$ cat config.mk
export PLATFORM = sky130hd
export DESIGN_NAME = pipelined_cla_adder
export DESIGN_NICKNAME = d
export VERILOG_FILES = /design/src/rtl/pipelined_cla_pkg.sv /design/src/rtl/cla_group.sv /design/src/rtl/pipelined_cla_adder.sv
export SDC_FILE = /design/constraint.sdc
export NUM_CORES = 1
export LEC_CHECK = 0
export BUFFER_PORTS_ARGS = -buffer_cell sky130_fd_sc_hd__buf_2
export CORE_MARGIN = 3
export CORE_UTILIZATION = 30
export DETAILED_ROUTE_END_ITERATION = 16
export PLACE_DENSITY_LB_ADDON = 0.12
export SLEW_MARGIN = 20
export SYNTH_ARGS = -nofsm -noshare
export SYNTH_HDL_FRONTEND = slang
export SYNTH_HIERARCHICAL = 1
export SYNTH_SLANG_ARGS = --single-unit
$ cat constraint.sdc
create_clock -name clk -period 5.9 [get_ports clk]
set_input_delay 1.475 -clock clk [delete_from_list [all_inputs] [get_ports clk]]
set_output_delay 1.475 -clock clk [all_outputs]
set_load 0.005 [all_outputs]
$ cat src/rtl/pipelined_cla_pkg.sv
// Shared definitions for the pipelined carry-lookahead add/sub unit.
// Stage payload fields are sized for operands up to 64 bits wide.
package pipelined_cla_pkg;

  function automatic int unsigned ng(input int unsigned width, input int unsigned group);
    return width / group;
  endfunction

  typedef struct packed {
    logic        valid;
    logic        carry;
    logic [63:0] a_hi;
    logic [63:0] b_hi;
    logic [63:0] sum_lo;
    logic        c_msb;
  } stage_t;

endpackage

$ cat src/rtl/cla_group.sv
// Combinational GROUP-bit carry-lookahead slice: every internal carry is
// expanded directly from g/p and the slice carry-in, not rippled.
module cla_group #(
  parameter int unsigned GROUP = 4
) (
  input  logic [GROUP-1:0] a,
  input  logic [GROUP-1:0] b,
  input  logic             cin,
  output logic [GROUP-1:0] sum,
  output logic             cout,
  output logic             c_msb
);

  logic [GROUP-1:0] p;
  logic [GROUP-1:0] g;
  logic [GROUP:0]   c;

  assign p = a ^ b;
  assign g = a & b;

  // c[i+1] = g[i] | p[i]g[i-1] | ... | p[i..0]cin, built as one sum of products
  always_comb begin
    logic ci;
    logic pr;
    c    = '0;
    c[0] = cin;
    ci   = 1'b0;
    pr   = 1'b0;
    for (int unsigned i = 0; i < GROUP; i++) begin
      ci = g[i];
      pr = p[i];
      for (int unsigned k = 0; k < i; k++) begin
        ci = ci | (pr & g[i-1-k]);
        pr = pr & p[i-1-k];
      end
      ci       = ci | (pr & cin);
      c[i+1]   = ci;
    end
  end

  assign sum   = p ^ c[GROUP-1:0];
  assign cout  = c[GROUP];
  assign c_msb = c[GROUP-1];

endmodule

$ cat src/rtl/pipelined_cla_adder.sv
// Pipelined WIDTH-bit add/subtract: one GROUP-bit lookahead slice per stage,
// valid/ready handshake with a global stall driven by the output register.
module pipelined_cla_adder
  import pipelined_cla_pkg::*;
#(
  parameter int unsigned WIDTH = 16,
  parameter int unsigned GROUP = 4
) (
  input  logic             clk,
  input  logic             rst,
  input  logic             in_valid,
  output logic             in_ready,
  input  logic [WIDTH-1:0] in_a,
  input  logic [WIDTH-1:0] in_b,
  input  logic             in_sub,
  input  logic             in_cin,
  output logic             out_valid,
  input  logic             out_ready,
  output logic [WIDTH-1:0] out_sum,
  output logic             out_cout,
  output logic             out_ovf,
  output logic             out_zero
);

  localparam int unsigned NG = ng(WIDTH, GROUP);

  stage_t      st      [NG];
  logic [63:0] a_src   [NG];
  logic [63:0] b_src   [NG];
  logic [63:0] sum_src [NG];
  logic [63:0] sum_nxt [NG];
  logic        c_src   [NG];
  logic        v_src   [NG];
  logic        stall;
  logic        zero_q;
  logic        unused_bits;

  assign stall    = st[NG-1].valid && !out_ready;
  assign in_ready = !stall;

  for (genvar s = 0; s < NG; s++) begin : g_stage
    logic [GROUP-1:0] gsum;
    logic             gcout;
    logic             gcmsb;
    stage_t           q;

    if (s == 0) begin : g_in
      assign a_src[s]   = 64'(in_a);
      assign b_src[s]   = 64'(in_sub ? ~in_b : in_b);
      assign c_src[s]   = in_sub | in_cin;
      assign v_src[s]   = in_valid;
      assign sum_src[s] = '0;
    end else begin : g_link
      assign a_src[s]   = st[s-1].a_hi;
      assign b_src[s]   = st[s-1].b_hi;
      assign c_src[s]   = st[s-1].carry;
      assign v_src[s]   = st[s-1].valid;
      assign sum_src[s] = st[s-1].sum_lo;
    end

    cla_group #(.GROUP(GROUP)) u_cla (
      .a     (a_src[s][GROUP-1:0]),
      .b     (b_src[s][GROUP-1:0]),
      .cin   (c_src[s]),
      .sum   (gsum),
      .cout  (gcout),
      .c_msb (gcmsb)
    );

    assign sum_nxt[s] = sum_src[s] | (64'(gsum) << (s * GROUP));

    // Payload loads only with a valid token so bubbles leave the outputs untouched
    always_ff @(posedge clk) begin
      if (rst) begin
        q <= '0;
      end else if (!stall) begin
        q.valid <= v_src[s];
        if (v_src[s]) begin
          q.carry  <= gcout;
          q.a_hi   <= a_src[s] >> GROUP;
          q.b_hi   <= b_src[s] >> GROUP;
          q.sum_lo <= sum_nxt[s];
          q.c_msb  <= gcmsb;
        end
      end
    end

    assign st[s] = q;
  end

  always_ff @(posedge clk) begin
    if (rst) begin
      zero_q <= 1'b0;
    end else if (!stall && v_src[NG-1]) begin
      zero_q <= ~|sum_nxt[NG-1][WIDTH-1:0];
    end
  end

  assign out_valid = st[NG-1].valid;
  assign out_sum   = st[NG-1].sum_lo[WIDTH-1:0];
  assign out_cout  = st[NG-1].carry;
  assign out_ovf   = st[NG-1].c_msb ^ st[NG-1].carry;
  assign out_zero  = zero_q;

  always_comb begin
    unused_bits = 1'b0;
    for (int unsigned i = 0; i < NG; i++) begin
      unused_bits = unused_bits ^ (^st[i]) ^ (^sum_nxt[i]);
    end
  end

endmodule
# --- Word-level counts from Yosys, hierarchy flattened ---
# Index checks and enable logic that the tools add are counted.
classes:
  bitwise_logic: 123
  reduce_logical: 10
  muxes: 1
ops:
  columns: ["cell", "count"]
  rows:
  - ["AND 1 bit", 64]
  - ["bitwise OR 1 bit", 41]
  - ["bitwise XOR 4 bit", 8]
  - ["AND 4 bit", 4]
  - ["2-to-1 mux 16 bit", 1]
  - ["inverter 16 bit", 1]
  - ["bitwise OR 16 bit", 1]
  - ["OR reduction 16 bit", 1]
  - ["bitwise OR 8 x 12 -> 12 bit", 1]
  - ["bitwise OR 4 x 8 -> 8 bit", 1]
  - ["AND reduction 2 bit", 4]
  - ["zero test 1 bit", 3]
  - ["logical AND 1 bit", 2]
  - ["inverter 1 bit", 1]
  - ["bitwise XOR 1 bit", 1]
totals:
  wordCells: 154
  output_inout_bits: 21
  register_bits: 102
  inputBits: 38

# --- Logic depth before layout (Yosys ltp) ---
logic_depth:
  word_depth: 9
  ltp_mapped: 9

# --- Hierarchy ---
# Netlist, hierarchy kept.
modules_own_cells:
  columns: ["module", "cells_per_inst", "area_each_um2", "instances"]
  rows:
  - ["pipelined_cla_adder", 476, 3990.1, 1]
  - ["cla_group (g_stage[0].u_cla ...)", 18, 155.1, 3]
  - ["cla_group (g_stage[3].u_cla)", 14, 140.1, 1]

# --- Worst setup path before layout ---
# No wires, ideal clock.
synth_timing:
  kind: "input -> output"
  from: "input out_ready"
  to: "output in_ready"
  path_buffers: 1
  t_required_ps: 4425
  t_arrival_ps: 1847
  path_stages: 3
  slack_ps: 2578
  cell_sequence: "nor2b_4 > inv_2 > buf_2"
synth_via:
  elab_chain_cells: 3
synth_lines:
  columns: ["item", "line", "text"]
  rows:
  - ["from (decl)", "pipelined_cla_adder.sv:18", "input logic out_ready,"]
  - ["zero test 1 bit", "pipelined_cla_adder.sv:38", "assign stall = st[NG-1].valid && !out_ready;"]
  - ["logical AND 1 bit", "pipelined_cla_adder.sv:38", null]
  - ["zero test 1 bit", "pipelined_cla_adder.sv:39", "assign in_ready = !stall;"]
  - ["to (decl)", "pipelined_cla_adder.sv:12", "output logic in_ready,"]
# No other way between the ends.

# --- Worst setup path after layout ---
# Same ends and word-level chain as after synthesis.

==> out/metrics.yaml <==
die_x_um: 130
internal_power_mw: 1.09
cts_setup_buffers: 0
grt_start_max_net_pins: 99
hpwl_mm: 7.05
tritoncts: "done"
synth_fp_nets: 602
synthDistinctLibCells: 29
period_share_pct: 56.4
die_h_um: 130
fin_skew_ns: 0.00549
clk_path_buf_depth: 2
seq_power_share_pct: 49.2
drt-total-wl_mm: 10.9
synth_cells: 544
rsz0062_at_grt: "false"
cts_root_buf: "clkbuf_16"
crit_fanout: 2
initial_utilization_pct: 31.1
hold_viol_final: 0
setup_ws_ns: 2.57
drive_gt1_share_pct: 15.5
syn_to_final_growth_pct: 10.4
cts.reportedPaths.clkPinSlew_ns: 0.06
drtIter0Drc: 208
fin_setup_tns_ns: 0
p_switching_mw: 0.337
syn_avg_cell_area_um2: 8.45
yosys.area.top_type: "dfxtp_1"
cts_sinks: 98
first_global_vias: 3545
wl_per_cell_um: 14.7
boundaryPins: 59
numCtsBuffers: 9
clk_latency_ns: 0.35
synth.cell_area_um2: 4600
slew_viol_final: 0
pwr-share-comb_pct: 9.0
worst_path_max_delay_cell: "buf_2"
wl_met3_um: 503
pre_cts_ws_ns: 2.53
crit_chain: "buf_2 -> nor2b_4 -> inv_2 -> buf_2"
worstPathArrival_ns: 1.85
antenna_cells: 0
dr.max_layer_used: "met4"
clkPwrFrac_pct: 41.8
worstMarginPinSlew_ns: 0.984
dr_wl_met2_mm: 4.48
rows: 44
drtPass1Iterations: 4
grt_util_all_layers_pct: 13.6
dr_total_vias: 3685
finalCriticalPeriod_ns: 3.33
core_area_um2: 14800
worst_setup_path_end_kind: "output port"
timing.fmax_mhz: 301
antenna_left: 0
vdd_ir_drop_max_mv: 0.144
min_path_type: "flop to flop"
portBuffers: 58
cp_top_family: "buffers and inverters"
place_congestion: 0.723
path_common_cell: "buf_2"
grt_first_pass_wirelength_mm: 18.5
ys_ff_latch: 98
max_stage_delay_ns: 0.11
path_buf_inv: 3
maxCapViolCount: 0
die_area_um2: 16800
gr-total-overflow: 0
synth-seq-area-share_pct: 42.7
synth_area_leaders: "dfxtp_1 (43%), a21oi_1 (11%), nand3_1 (8.9%), o21ai_0 (5.1%), ha_1 (4.4%)"
wl_met1_mm: 5.74
p_leak_nw: 1.95
fin_hold_ws_ns: 0.471
finalSetupViolations: 0
status: "finished clean"
switching_share_pct: 23.6
ctsHoldBuffers: 0
crit_required_ns: 4.43
antenna_found_initial: 0
max_slew_margin_pct: 34.4
drc_errors: 0
htree_levels: 3
cp-start-kind: "input pin"
final_core_util_pct: 34.4
synth.yosys.warnings: 6
nets: 609
cts_resized: 0
path_class: "input pin to output port"
powerDensity_nw_per_um2: 281
drt-vias-per-instance: 4.98
synth_top_area_share_pct: 42.7
[stage by stage]
step                      std cells  cell area, µm²  power [mW]
after floorplan                 544            4600       0.811
after detailed placement        724            4770       0.848
after CTS                       740            5070        1.46
final                           740            5070        1.43
after global placement          724            4770       0.846
after global routing            740            5070        1.50
[power groups by stage]
stage	Clock [mW]	Combinational, mW	Sequential [mW]
2_1_floorplan	0	0.102	0.709
3_3_place_gp	0	0.129	0.717
3_5_place_dp	0	0.131	0.717
4_1_cts	0.623	0.131	0.702
5_1_grt	0.647	0.149	0.705
6_report	0.597	0.129	0.702
[worst min-delay path: cells and delay by family, from the launching register on]
| kind | cells | cell delay [ns] |
|---|---|---|
| flops | 1 | 0.31 |
| simple gates | 1 | 0.06 |
| compound gates | 1 | 0.05 |
[kinds of logic (layout without fill, tap and decap cells)]
| kind of cell | count (synthesis) | in the layout | share of synthesized area, % |
|---|---|---|---|
| flops | 98 | 98 | 42.7 |
| fa+ha+maj | 20 | 20 | 6.10 |
| simple gates | 106 | 106 | 11.5 |
| compound gates | 208 | 208 | 24.7 |
| xor+xnor | 29 | 29 | 5.53 |
| buf+inv | 83 | 95 | 9.50 |
[cells in the mapped netlist]
cell type,number
fa_1,4
nor4_1,3
nand2_1,6
clkbuf_1,17
o21ai_1,40
xor2_1,14
nor3_1,1
buf_6,2
buf_1,7
nand3_1,82
nor2b_1,1
o21ai_0,47
ha_1,16
inv_2,1
nor2_1,10
buf_2,14
a21oi_1,97
a211oi_1,12
a21o_1,4
or2_2,1
clkbuf_2,2
nor2b_4,1
o21bai_2,4
inv_1,16
a211oi_2,4
dfxtp_1,98
xnor2_1,15
buf_4,24
nand4_1,1
[final cells by class]
type                            instances  area, µm²
Clock buffer                           14        264
Clock inverter                          2       35.0
Timing Repair Buffer                   62        320
Multi-Input combinational cell        363       2200
Inverter                               17       63.8
Sequential cell                        98       1960
Tap cell                              184        230
Fill cell                            1585       9680
[state kept, by name, indices dropped and copies added, names as in the netlist]
signal     count
g_stage.q     28
a_src         24
b_src         24
out_sum       16
c_src          3
out_cout       1
out_valid      1
out_zero       1
[routing by layer]
metal / GRT usage (%) / up-vias
met1: 20.2 / 1675
li1: - / 1918
met3: 4.01 / 12
met4: 3.97 / 0
met2: 19.0 / 80
met5: 0 / -
[cells in the final DEF (no fill, tap or decap)]
cell type and instances:
o21ai_0 47, nor2b_1 1, nand4_1 1, clkbuf_16 9
xnor2_1 15, clkbuf_8 2, nor2b_4 1, a211oi_2 4
o21ai_1 40, xor2_1 14, nor2_1 10, bufinv_16 1
o21bai_2 4, a21o_1 4, nand3_1 82, or2_2 1
clkinv_2 1, inv_1 16, nor4_1 3, ha_1 16
buf_4 4, inv_2 1, nand2_1 6, nor3_1 1
a211oi_1 12, fa_1 4, buf_2 58, clkbuf_1 3
a21oi_1 97, dfxtp_1 98
[worst paths after layout]
check	start	cells after the start	slack, ns	to
worst max-delay path	out_ready	4	2.57	in_ready
worst min-delay path	a_src[139]	2	0.47	a_src[71]
worst max register to register	out_valid	4	3.91	b_src[129]
worst min register to register	a_src[139]	2	0.47	a_src[71]
(Power assumes the default switching activity.)
